[config.mk]
export PLATFORM = sky130hd
export DESIGN_NAME = param_seq_detector_flat
export DESIGN_NICKNAME = d
export VERILOG_FILES = /design/src/rtl/seq_det_pkg.sv /design/src/rtl/param_seq_detector_if.sv /design/src/rtl/seq_det_match_cmp.sv /design/src/rtl/param_seq_detector.sv /design/src/flat_wrapper.sv
export SDC_FILE = /design/constraint.sdc
export NUM_CORES = 1
export LEC_CHECK = 0
export CORE_ASPECT_RATIO = 0.7
export CORE_MARGIN = 2
export CORE_UTILIZATION = 35
export DETAILED_ROUTE_END_ITERATION = 12
export PLACE_DENSITY = 0.65
export SYNTH_ARGS = -nofsm -noshare
export SYNTH_HDL_FRONTEND = slang
export SYNTH_SLANG_ARGS = --single-unit
export TNS_END_PERCENT = 20
[constraint.sdc]
create_clock -name clk -period 5.4 [get_ports clk]
set_clock_uncertainty 0.05 [all_clocks]
set_input_delay 0.81 -clock clk [delete_from_list [all_inputs] [get_ports clk]]
set_output_delay 0.81 -clock clk [all_outputs]
set_load 0.01 [all_outputs]
[src/rtl/seq_det_pkg.sv]
// Shared types and constants for the runtime-programmable serial pattern detector.
// Optional match counter: compile with SEQ_DET_MATCH_CNT_EN defined to enable it.
package seq_det_pkg;

    // Controller states: waiting for first config, detecting, or bad config latched.
    typedef enum logic [1:0] {
        CFG_WAIT = 2'd0,
        RUN      = 2'd1,
        CFG_ERR  = 2'd2
    } seq_state_t;

    localparam int SEQ_DET_PAT_W = 8;
    localparam int SEQ_DET_CNT_W = 16;

    // One bit of the length mask: bit idx is part of a cfg_len-bit pattern
    // when idx < len. Callers build the full mask with a generate loop so the
    // mask width follows their own PAT_W.
    function automatic logic len_mask_bit(input int unsigned len, input int unsigned idx);
        return (idx < len);
    endfunction

endpackage

[src/rtl/param_seq_detector_if.sv]
// Bus bundle for param_seq_detector: serial input, config, counter control and status.
// master = stimulus/controller side, slave = detector side.
interface param_seq_detector_if #(
    parameter int PAT_W = 8,
    parameter int LEN_W = $clog2(PAT_W + 1),
    parameter int CNT_W = 16
) ();
    logic             din;
    logic             din_valid;
    logic             cfg_load;
    logic [PAT_W-1:0] pattern;
    logic [LEN_W-1:0] pat_len;
    logic             overlap_en;
    logic             cnt_clr;
    logic             match_mealy;
    logic             match_moore;
    logic             cfg_err;
    logic             busy;
    logic [CNT_W-1:0] match_count;

    modport master (
        output din, din_valid, cfg_load, pattern, pat_len, overlap_en, cnt_clr,
        input  match_mealy, match_moore, cfg_err, busy, match_count
    );

    modport slave (
        input  din, din_valid, cfg_load, pattern, pat_len, overlap_en, cnt_clr,
        output match_mealy, match_moore, cfg_err, busy, match_count
    );
endinterface

[src/rtl/seq_det_match_cmp.sv]
// Masked comparator: checks the low cfg_len bits of {hist,din} against the
// programmed pattern and confirms enough bits have been accepted.
module seq_det_match_cmp
    import seq_det_pkg::*;
#(
    parameter int PAT_W = 8,
    parameter int LEN_W = $clog2(PAT_W + 1)
) (
    input  logic [PAT_W:0]   window,
    input  logic [PAT_W-1:0] cfg_pattern,
    input  logic [LEN_W-1:0] cfg_len,
    input  logic [LEN_W-1:0] fill,
    output logic             hit
);
    logic [PAT_W:0] mask;
    logic           bits_eq;
    logic           fill_ok;
    logic [LEN_W:0] fill_p1;

    // Bit PAT_W of the mask is always 0 because cfg_len never exceeds PAT_W.
    generate
        for (genvar gi = 0; gi <= PAT_W; gi++) begin : g_mask
            assign mask[gi] = len_mask_bit(32'(cfg_len), gi);
        end
    endgenerate

    assign bits_eq = (((window ^ {1'b0, cfg_pattern}) & mask) == '0);

    // fill >= cfg_len-1 rewritten as fill+1 >= cfg_len to avoid underflow.
    assign fill_p1 = {1'b0, fill} + {{LEN_W{1'b0}}, 1'b1};
    assign fill_ok = (fill_p1 >= {1'b0, cfg_len});

    assign hit = bits_eq & fill_ok;

endmodule

[src/rtl/param_seq_detector.sv]
// Runtime-programmable serial bit-pattern detector with Mealy and registered
// match outputs. Optional saturating match counter under SEQ_DET_MATCH_CNT_EN;
// without it match_count is tied to zero and cnt_clr is ignored.
module param_seq_detector
    import seq_det_pkg::*;
#(
    parameter int PAT_W = SEQ_DET_PAT_W,
    parameter int LEN_W = $clog2(PAT_W + 1),
    parameter int CNT_W = SEQ_DET_CNT_W
) (
    input  logic                clk,
    input  logic                reset_n,
    param_seq_detector_if.slave bus
);
    localparam logic [LEN_W-1:0] MAX_LEN = LEN_W'(PAT_W);

    seq_state_t       state_reg;
    logic [PAT_W-1:0] cfg_pattern_reg;
    logic [LEN_W-1:0] cfg_len_reg;
    logic             cfg_ovl_reg;
    logic             cfg_err_reg;
    logic             busy_reg;
    logic [PAT_W-1:0] hist_reg;
    logic [LEN_W-1:0] fill_reg;
    logic             match_moore_reg;

    logic             len_legal;
    logic             accept;
    logic             cmp_hit;
    logic             match_mealy;

    assign len_legal = (bus.pat_len != '0) && (bus.pat_len <= MAX_LEN);

    // A bit arriving together with cfg_load is dropped.
    assign accept = bus.din_valid && !bus.cfg_load;

    seq_det_match_cmp #(
        .PAT_W (PAT_W),
        .LEN_W (LEN_W)
    ) u_cmp (
        .window      ({hist_reg, bus.din}),
        .cfg_pattern (cfg_pattern_reg),
        .cfg_len     (cfg_len_reg),
        .fill        (fill_reg),
        .hit         (cmp_hit)
    );

    assign match_mealy = (state_reg == RUN) && accept && cmp_hit;

    // Controller: every state reacts to cfg_load the same way, latching the
    // config and choosing RUN or CFG_ERR from the length; otherwise it holds.
    always_ff @(posedge clk or negedge reset_n) begin
        if (!reset_n) begin
            state_reg       <= CFG_WAIT;
            cfg_pattern_reg <= '0;
            cfg_len_reg     <= '0;
            cfg_ovl_reg     <= 1'b0;
            cfg_err_reg     <= 1'b0;
            busy_reg        <= 1'b0;
        end else if (bus.cfg_load) begin
            cfg_pattern_reg <= bus.pattern;
            cfg_len_reg     <= bus.pat_len;
            cfg_ovl_reg     <= bus.overlap_en;
            if (len_legal) begin
                state_reg   <= RUN;
                busy_reg    <= 1'b1;
                cfg_err_reg <= 1'b0;
            end else begin
                state_reg   <= CFG_ERR;
                busy_reg    <= 1'b0;
                cfg_err_reg <= 1'b1;
            end
        end
    end

    // History/fill tracking: shift accepted bits in RUN, clear on reload or
    // after a non-overlapping match, and register the match pulse.
    always_ff @(posedge clk or negedge reset_n) begin
        if (!reset_n) begin
            hist_reg        <= '0;
            fill_reg        <= '0;
            match_moore_reg <= 1'b0;
        end else begin
            match_moore_reg <= match_mealy;
            if (bus.cfg_load) begin
                hist_reg <= '0;
                fill_reg <= '0;
            end else if (match_mealy && !cfg_ovl_reg) begin
                hist_reg <= '0;
                fill_reg <= '0;
            end else if (accept && (state_reg == RUN)) begin
                hist_reg <= {hist_reg[PAT_W-2:0], bus.din};
                if (fill_reg < cfg_len_reg) begin
                    fill_reg <= fill_reg + LEN_W'(1);
                end
            end
        end
    end

`ifdef SEQ_DET_MATCH_CNT_EN
    logic [CNT_W-1:0] count_reg;

    // Saturating match counter; a clear coinciding with a match leaves 1.
    always_ff @(posedge clk or negedge reset_n) begin
        if (!reset_n) begin
            count_reg <= '0;
        end else if (bus.cnt_clr) begin
            count_reg <= match_mealy ? CNT_W'(1) : '0;
        end else if (match_mealy && (count_reg != {CNT_W{1'b1}})) begin
            count_reg <= count_reg + CNT_W'(1);
        end
    end

    assign bus.match_count = count_reg;
`else
    logic unused_cnt_clr;
    assign unused_cnt_clr  = bus.cnt_clr;
    assign bus.match_count = '0;
`endif

    assign bus.match_mealy = match_mealy;
    assign bus.match_moore = match_moore_reg;
    assign bus.cfg_err     = cfg_err_reg;
    assign bus.busy        = busy_reg;

endmodule
[src/flat_wrapper.sv]
// flat-port wrapper written by rule: the top's interface ports become plain ports
module param_seq_detector_flat import seq_det_pkg::*;
#(
    parameter int PAT_W = SEQ_DET_PAT_W,
    parameter int LEN_W = $clog2(PAT_W + 1),
    parameter int CNT_W = SEQ_DET_CNT_W
)
  (clk, reset_n, bus_din, bus_din_valid, bus_cfg_load, bus_pattern, bus_pat_len, bus_overlap_en, bus_cnt_clr, bus_match_mealy, bus_match_moore, bus_cfg_err, bus_busy, bus_match_count);
  param_seq_detector_if #(.PAT_W(PAT_W), .LEN_W(LEN_W), .CNT_W(CNT_W)) bus_i ();
  input  logic clk;
  input  logic reset_n;
  input wire logic [$bits(bus_i.din)-1:0] bus_din;
  input wire logic [$bits(bus_i.din_valid)-1:0] bus_din_valid;
  input wire logic [$bits(bus_i.cfg_load)-1:0] bus_cfg_load;
  input wire logic [$bits(bus_i.pattern)-1:0] bus_pattern;
  input wire logic [$bits(bus_i.pat_len)-1:0] bus_pat_len;
  input wire logic [$bits(bus_i.overlap_en)-1:0] bus_overlap_en;
  input wire logic [$bits(bus_i.cnt_clr)-1:0] bus_cnt_clr;
  output wire logic [$bits(bus_i.match_mealy)-1:0] bus_match_mealy;
  output wire logic [$bits(bus_i.match_moore)-1:0] bus_match_moore;
  output wire logic [$bits(bus_i.cfg_err)-1:0] bus_cfg_err;
  output wire logic [$bits(bus_i.busy)-1:0] bus_busy;
  output wire logic [$bits(bus_i.match_count)-1:0] bus_match_count;
  assign bus_i.din = bus_din;
  assign bus_i.din_valid = bus_din_valid;
  assign bus_i.cfg_load = bus_cfg_load;
  assign bus_i.pattern = bus_pattern;
  assign bus_i.pat_len = bus_pat_len;
  assign bus_i.overlap_en = bus_overlap_en;
  assign bus_i.cnt_clr = bus_cnt_clr;
  assign bus_match_mealy = bus_i.match_mealy;
  assign bus_match_moore = bus_i.match_moore;
  assign bus_cfg_err = bus_i.cfg_err;
  assign bus_busy = bus_i.busy;
  assign bus_match_count = bus_i.match_count;
  param_seq_detector #(.PAT_W(PAT_W), .LEN_W(LEN_W), .CNT_W(CNT_W)) u_core (.clk(clk), .reset_n(reset_n), .bus(bus_i));
endmodule
==> impl_results.md, run 1 <==
- Synth area leader: dfrtp_1
- Maximum vdd drop: 0.0000909 V
- Sequential share of the synthesized area: 0.427
- Pins over their slew limit: 0
- WL final: between 2000 and 3000 um
- Maximum clock path buffer count: 2
- TritonRoute pass-1 iters: 10
- Placed Area: 0.00184 mm2
- Fraction of the mapped netlist area in adder cells: 0.0686
- Crit path DAT: ~3.1 ns
- CP cell instances: clkdlybuf4s50_1 > buf_4 > and4bb_2 > o21ai_0 > nor3_1 > o211ai_1 > nor2_1 > clkdlybuf4s50_1
- Clk slew on worst S/H paths: roughly 0.10 ns
- Largest family of logic cells by synthesized area: simple AND/OR/NAND/NOR gates
- Number of setup violations in the final report: 0
- CP Capture Point: bus_match_mealy
- Final Hold Viols: 0
- Gr usage total: 0.127
- Top-level I/O count: 39
- Critical Path Source: bus_cfg_load
- H-tree depth: 1
- Initial DRC Count: 72
- Design Power: approximately 470 uW
- Simple-gate share of the synthesized area: 0.113
- Share of cells above drive strength 1: 0.124
- Syn Area/Cell: 10.5 um2
- Vias per cell: about 5
- Crit Path Class: in2out
- R2R setup slack: about 3.2 ns
- #FFs+latches synth: 28
- # DRC: 5
- Post-CTS setup buffers: 0
- Clk_lat worst skew: roughly 0.28 ns
- Top cell type's share of synthesized area: 0.427
- R2r endpoint: u_core.fill_reg[0]
- Effective utilization at floorplan: 0.370
- Post-synth EDFFs: 0
- CP Max Fanout: 34
- GRT Residual Overflow: 0
- Crit Reg-Reg Startpoint: u_core.fill_reg[0]
- Synth Area in Compound Gates: 0.101
- Yosys warns: 0
- Clock sinks: 28
- Final-stage net count: roughly 210
- Placed insts: around 230
- Pleak: slightly below 0.9 nW
- Via count: between 1000 and 1500
- Fill cells: between 400 and 500
- Final hold slack: just under 0.5 ns
- Cell Pwr Density: around 250 mW/mm2
- Count leader, synth: dfrtp_1
- Vias in the first global route: about 1000
- CP startpoint kind: primary input
- CTS tree: yes
- Xor and xnor area share after synthesis: 0.0748
- Status: finished with violations
- RePlAce Congestion: a little over 0.8
- Distinct cells, synth: 32
- Initial antenna violation count: 0
- Synth async-reset ratio: 1.00
- Final cycle utilization of the critical path: 0.737
- Area Growth Syn to Fin: 16.8%
- Post-Layout Inst Area: about 0.0019 mm2
- TritonCTS Buffers: 3
- Cells after synthesis: 156
- Post-cts repair resize count: 0
- # hold bufs at CTS: 0
- DIE HEIGHT: approximately 61 um
- Root buf cell: clkbuf_8
- Dpl hpwl: around 2300 um
- Post-synthesis mux area share: 0.111
- FP Rows: 20
- Port Buffers: 21
- Full die area: around 0.0053 mm2
- TNS Setup: 0 ns
- Core box area: roughly 0.0044 mm2
- Post-synth top cells: dfrtp_1, buf_4, nor3_1
- Synth area leaders: dfrtp_1, buf_4, ha_1
- Die X: 85.8 um
- Mapped Area: 0.00164 mm2
- Routed length per instance: between 10 and 15 um
- Crit-path slowest cell: clkdlybuf4s50_1
- Largest net degree at the start of global routing: 35
- Most used DFF post-synth: dfrtp_1
- RSZ-0062 raised after global routing: false
- Worst Hold Class: reg2reg
- Antenna-violating nets left: 0
- Slowest Stage Delay on Critical Path: between 0.5 and 0.6 ns
- Worst path most repeated cell: clkdlybuf4s50_1
- Count of non-filler cells in the finished layout: roughly 230
- Crit path time final: approximately 4.0 ns
- Max cap viols: 0
- Critical path endpoint category: primary output
- Max Fclk: 251 MHz
- Worst reg2reg path depth: 7
- Antenna diodes: 0
- Required @ worst endpoint: roughly 4.5 ns
- First-pass GRT wire length: around 5100 um
- Failing checks: design-rule violations
-- cells by family after synthesis --
family          count (synthesis)
simple gates                   36
flops                          28
buf+inv                        27
compound gates                 24
mux                            17
xor+xnor                       14
fa+ha+maj                       9
other cells                     1
-- area by class of cell --
cell class | instances | area (um2) | area share
timing repair buffer | 23 | 225 | 0.118
clock inverter | 1 | 30.0 | 0.0157
clock buffer | 3 | 41.3 | 0.0216
tap | 55 | 68.8 | 0.0359
inverter | 6 | 22.5 | 0.0118
sequential | 28 | 701 | 0.366
multi-input combinational | 116 | 827 | 0.432
-- critical path, delay by kind of cell --
kind	cells	cell delay, ns
buf+inv	3	1.21
simple gates	3	0.86
compound gates	2	0.23
-- how the worst min path moves through the flow --
stage	slack, ns	cells past startpoint	from	end
6_report	0.49	1	u_core.bus.cfg_err	u_core.bus.cfg_err
5_1_grt	0.52	1	u_core.cfg_pattern_reg[7]	u_core.cfg_pattern_reg[7]
4_1_cts	0.48	1	u_core.bus.cfg_err	u_core.bus.cfg_err
3_5_place_dp	0.46	1	u_core.bus.cfg_err	u_core.bus.cfg_err
2_1_floorplan	0.42	1	u_core.cfg_ovl_reg	u_core.cfg_ovl_reg
3_3_place_gp	0.46	1	u_core.bus.cfg_err	u_core.bus.cfg_err
-- metal layers --
metal	wire length, um	vias to the layer above	part of all wire	global-route usage
met1	1630	529	0.55	0.193
met5	0	-	0	0
met3	206	2	0.069	0.0362
met4	14	0	0.0047	0.0204
li1	-	556	-	-
met2	1130	42	0.38	0.184
-- placed cells by master, fill, tap and decap left out, types with 2 or more instances in the layout --
cell             count
a21oi_1              5
mux2_2               9
clkdlybuf4s50_1     21
nand2_1              6
conb_1              16
nor2_1               7
buf_4                2
clkbuf_8             3
o21a_1               2
xnor2_1              9
nor3_1              15
o21ai_0              9
dfrtp_1             28
ha_1                 9
nor3b_1              2
mux2i_1              8
inv_1                6
xor2_1               5
-- power breakdown --
group / internal (mW) / total, mW / switching, mW
logic: 0.0374 / 0.0728 / 0.0354
clock network: 0.0994 / 0.168 / 0.0684
registers: 0.221 / 0.233 / 0.0121
total: 0.358 / 0.474 / 0.116
-- per-stage QoR --
step                worst slack, ns  utilization
finish                         1.42        0.432
global route                   1.24        0.432
CTS                            1.41        0.432
detailed placement             1.42        0.416
global placement               1.46        0.416
floorplan                      2.63            -
Power figures use the tool's default switching activity.
==> run 2, diff against run 1 <==
--- a/config.mk
+++ b/config.mk
@@ -9,7 +9,7 @@
 export CORE_MARGIN = 2
 export CORE_UTILIZATION = 35
 export DETAILED_ROUTE_END_ITERATION = 12
-export PLACE_DENSITY = 0.65
+export PLACE_DENSITY = 0.67
 export SYNTH_ARGS = -nofsm -noshare
 export SYNTH_HDL_FRONTEND = slang
 export SYNTH_SLANG_ARGS = --single-unit
==> constraint.sdc (replaced) <==
create_clock -name clk -period 3.39 [get_ports clk]
set_clock_uncertainty 0.05 [all_clocks]
set_input_delay 0.5085 -clock clk [delete_from_list [all_inputs] [get_ports clk]]
set_output_delay 0.5085 -clock clk [all_outputs]
set_load 0.01 [all_outputs]
==> impl_results.md, run 2 (synthesis gave the netlist of run 1 again) <==
- Status: complete, no violations
- Initial DRC Count: 83 (+15%)
- Worst reg2reg path depth: 7 (unchanged)
- Crit Path Class: reg2out
- RSZ-0062 raised after global routing: false
- Port Buffers: 21 (unchanged)
- First-pass GRT wire length: 5260 um (+3.0%)
- Pins over their slew limit: 0 (unchanged)
- Routed length per instance: 13.0 um (+0.90%)
- Max Fclk: approximately 320 MHz
- Post-cts repair resize count: 0 (unchanged)
- Required @ worst endpoint: 2.83 ns (-1.71 ns)
- Place WS: 0.279 ns (-1.15 ns)
- Post-layout util: 0.431 (-0.00198)
- Die X: 85.8 um (unchanged)
- Hold endpoint: u_core.bus.cfg_err
- Crit path DAT: 2.56 ns (-0.56 ns)
- Fill cells: 441 (+4.5%)
- Post-CTS setup buffers: 0 (unchanged)
- Largest net degree at the start of global routing: 34 (-2.9%)
- CTS tree: yes
- Initial antenna violation count: 0 (unchanged)
- Sw Pwr: 175 uW (+51%)
- Maximum vdd drop: 0.000202 V (+120%)
- Crit Reg-Reg Startpoint: u_core.fill_reg[0]
- Clk pwr share: 0.294 (-0.060)
- Clk slew on worst S/H paths: 0.09 ns (about the same)
- Register area: 701 um2 (unchanged)
- RePlAce Congestion: 0.851 (+5.9%)
- Cell Pwr Density: 363 mW/mm2 (+47%)
- FP Rows: 20 (unchanged)
- Gr usage total: 0.131 (+0.00369)
- WL final: 3030 um (+1.3%)
- DIE HEIGHT: 61.3 um (unchanged)
- Critical path endpoint category: primary output
- Final-stage net count: 207 (+0.49%)
- R2R setup slack: 1.14 ns (-2.02 ns)
- Comb pwr share: 0.170 (+0.016)
- Number of setup violations in the final report: 0 (unchanged)
- Maximum clock path buffer count: 2 (unchanged)
- Dpl hpwl: 2340 um (+3.8%)
- Count of non-filler cells in the finished layout: 233 (+0.43%)
- Placed insts: 229 (+0.44%)
- Share of cells above drive strength 1: 0.129 (+0.00492)
- Antenna-violating nets left: 0 (unchanged)
- Max cap viols: 0 (unchanged)
- Via count: 1101 (-2.5%)
- GRT Residual Overflow: 0 (unchanged)
- Final cycle utilization of the critical path: 0.919
- Pleak: 0.870 nW (-0.31%)
- # hold bufs at CTS: 0 (unchanged)
- Clk_lat worst skew: 0.27 ns (about the same)
- Vias in the first global route: 1055 (+0.86%)
- # DRC: 0 (-5)
- CP Max Fanout: 5 (-85%)
- TritonRoute pass-1 iters: 6 (-4)
- Vias per cell: 4.73 (-2.9%)
- TNS Setup: 0 ns (unchanged)
- Crit path time final: a little over 3 ns
- R2r endpoint: u_core.fill_reg[1]
- Power share of the sequential group: 0.535 (+0.043)
- CP startpoint kind: flop
- Hold wc startpoint: u_core.bus.cfg_err
- Core box area: 0.00443 mm2 (unchanged)
- Most frequent cells in the layout: dfrtp_1, clkdlybuf4s50_1, conb_1, nor3_1
- TritonCTS Buffers: 3 (unchanged)
- Effective utilization at floorplan: 0.370 (unchanged)
- Sw Ratio: 0.253 (+0.00824)
- Full die area: 0.00526 mm2 (unchanged)
- P_int: 517 uW (+44%)
- Worst Hold Class: reg2reg
- Clock sinks: 28 (unchanged)
- Area of the multi-input gates: 827 um2 (unchanged)
- Top-level I/O count: 39 (unchanged)
- Root buf cell: clkbuf_8
- Hold path depth: 1 (unchanged)
- Final Hold Viols: 0 (unchanged)
- Area Growth Syn to Fin: 16.2%
- H-tree depth: 1 (unchanged)
- Antenna diodes: 0 (unchanged)
- Final worst setup slack: 0.276 ns (-1.15 ns)
- Commonest non-fill, non-tap cell in the layout: dfrtp_1
==> run 2: cell types whose count changed in the layout (fill, tap and decap cells not counted) <==
| cell | change |
|---|---|
| bufinv_16 | -1 |
| buf_4 | +1 |
| clkbuf_8 | +1 |
==> run 2: worst max-delay path, stage by stage (launching register included) <==
cell and delay (ns):
dfrtp_1 0.44, or3b_1 0.42, o21a_1 0.20, a2111oi_2 0.34, o211ai_1 0.13, nor2_1 0.18, clkdlybuf4s50_1 0.57
==> run 2: per-stage QoR <==
step / hold WS, ns / instance area, um2 / power (mW)
after floorplan: 0.163 / 1700 / 0.457
after global placement: 0.460 / 1850 / 0.494
after detailed placement: 0.465 / 1850 / 0.496
after CTS: 0.489 / 1910 / 0.702
after global routing: 0.510 / 1910 / 0.734
final: 0.477 / 1910 / 0.692
==> run 2: worst max path at each step <==
stage / to / startpoint / cells after the start / slack [ns]
floorplan: bus_match_mealy / bus_cfg_load / 6 / 1.22
global placement: bus_match_mealy / bus_cfg_load / 7 / 0.31
detailed placement: bus_match_mealy / bus_cfg_load / 7 / 0.28
CTS: bus_match_mealy / u_core.cfg_len_reg[1] / 6 / 0.25
global route: bus_match_mealy / u_core.fill_reg[0] / 7 / 0.14
finish: bus_match_mealy / u_core.cfg_len_reg[1] / 6 / 0.28
==> run 2: metal layers <==
layer	GRT usage	share of wire	wire length [um]
met1	0.199	0.52	1580
met2	0.191	0.42	1260
met3	0.0389	0.056	168
met4	0.0136	0.0033	10
met5	0	0	0
==> run 2: area by class of cell <==
class	count	share of cell area
Tap cell	55	0.0361
Sequential cell	28	0.367
Inverter	6	0.0118
Timing Repair Buffer	24	0.122
Multi-Input combinational cell	116	0.434
Clock buffer	4	0.0289
==> run 2: power groups by stage <==
stage	clock network [mW]	registers, mW	logic [mW]
3_3_place_gp	0	0.377	0.117
6_report	0.204	0.371	0.118
5_1_grt	0.226	0.374	0.134
4_1_cts	0.212	0.371	0.119
3_5_place_dp	0	0.378	0.119
2_1_floorplan	0	0.373	0.0840
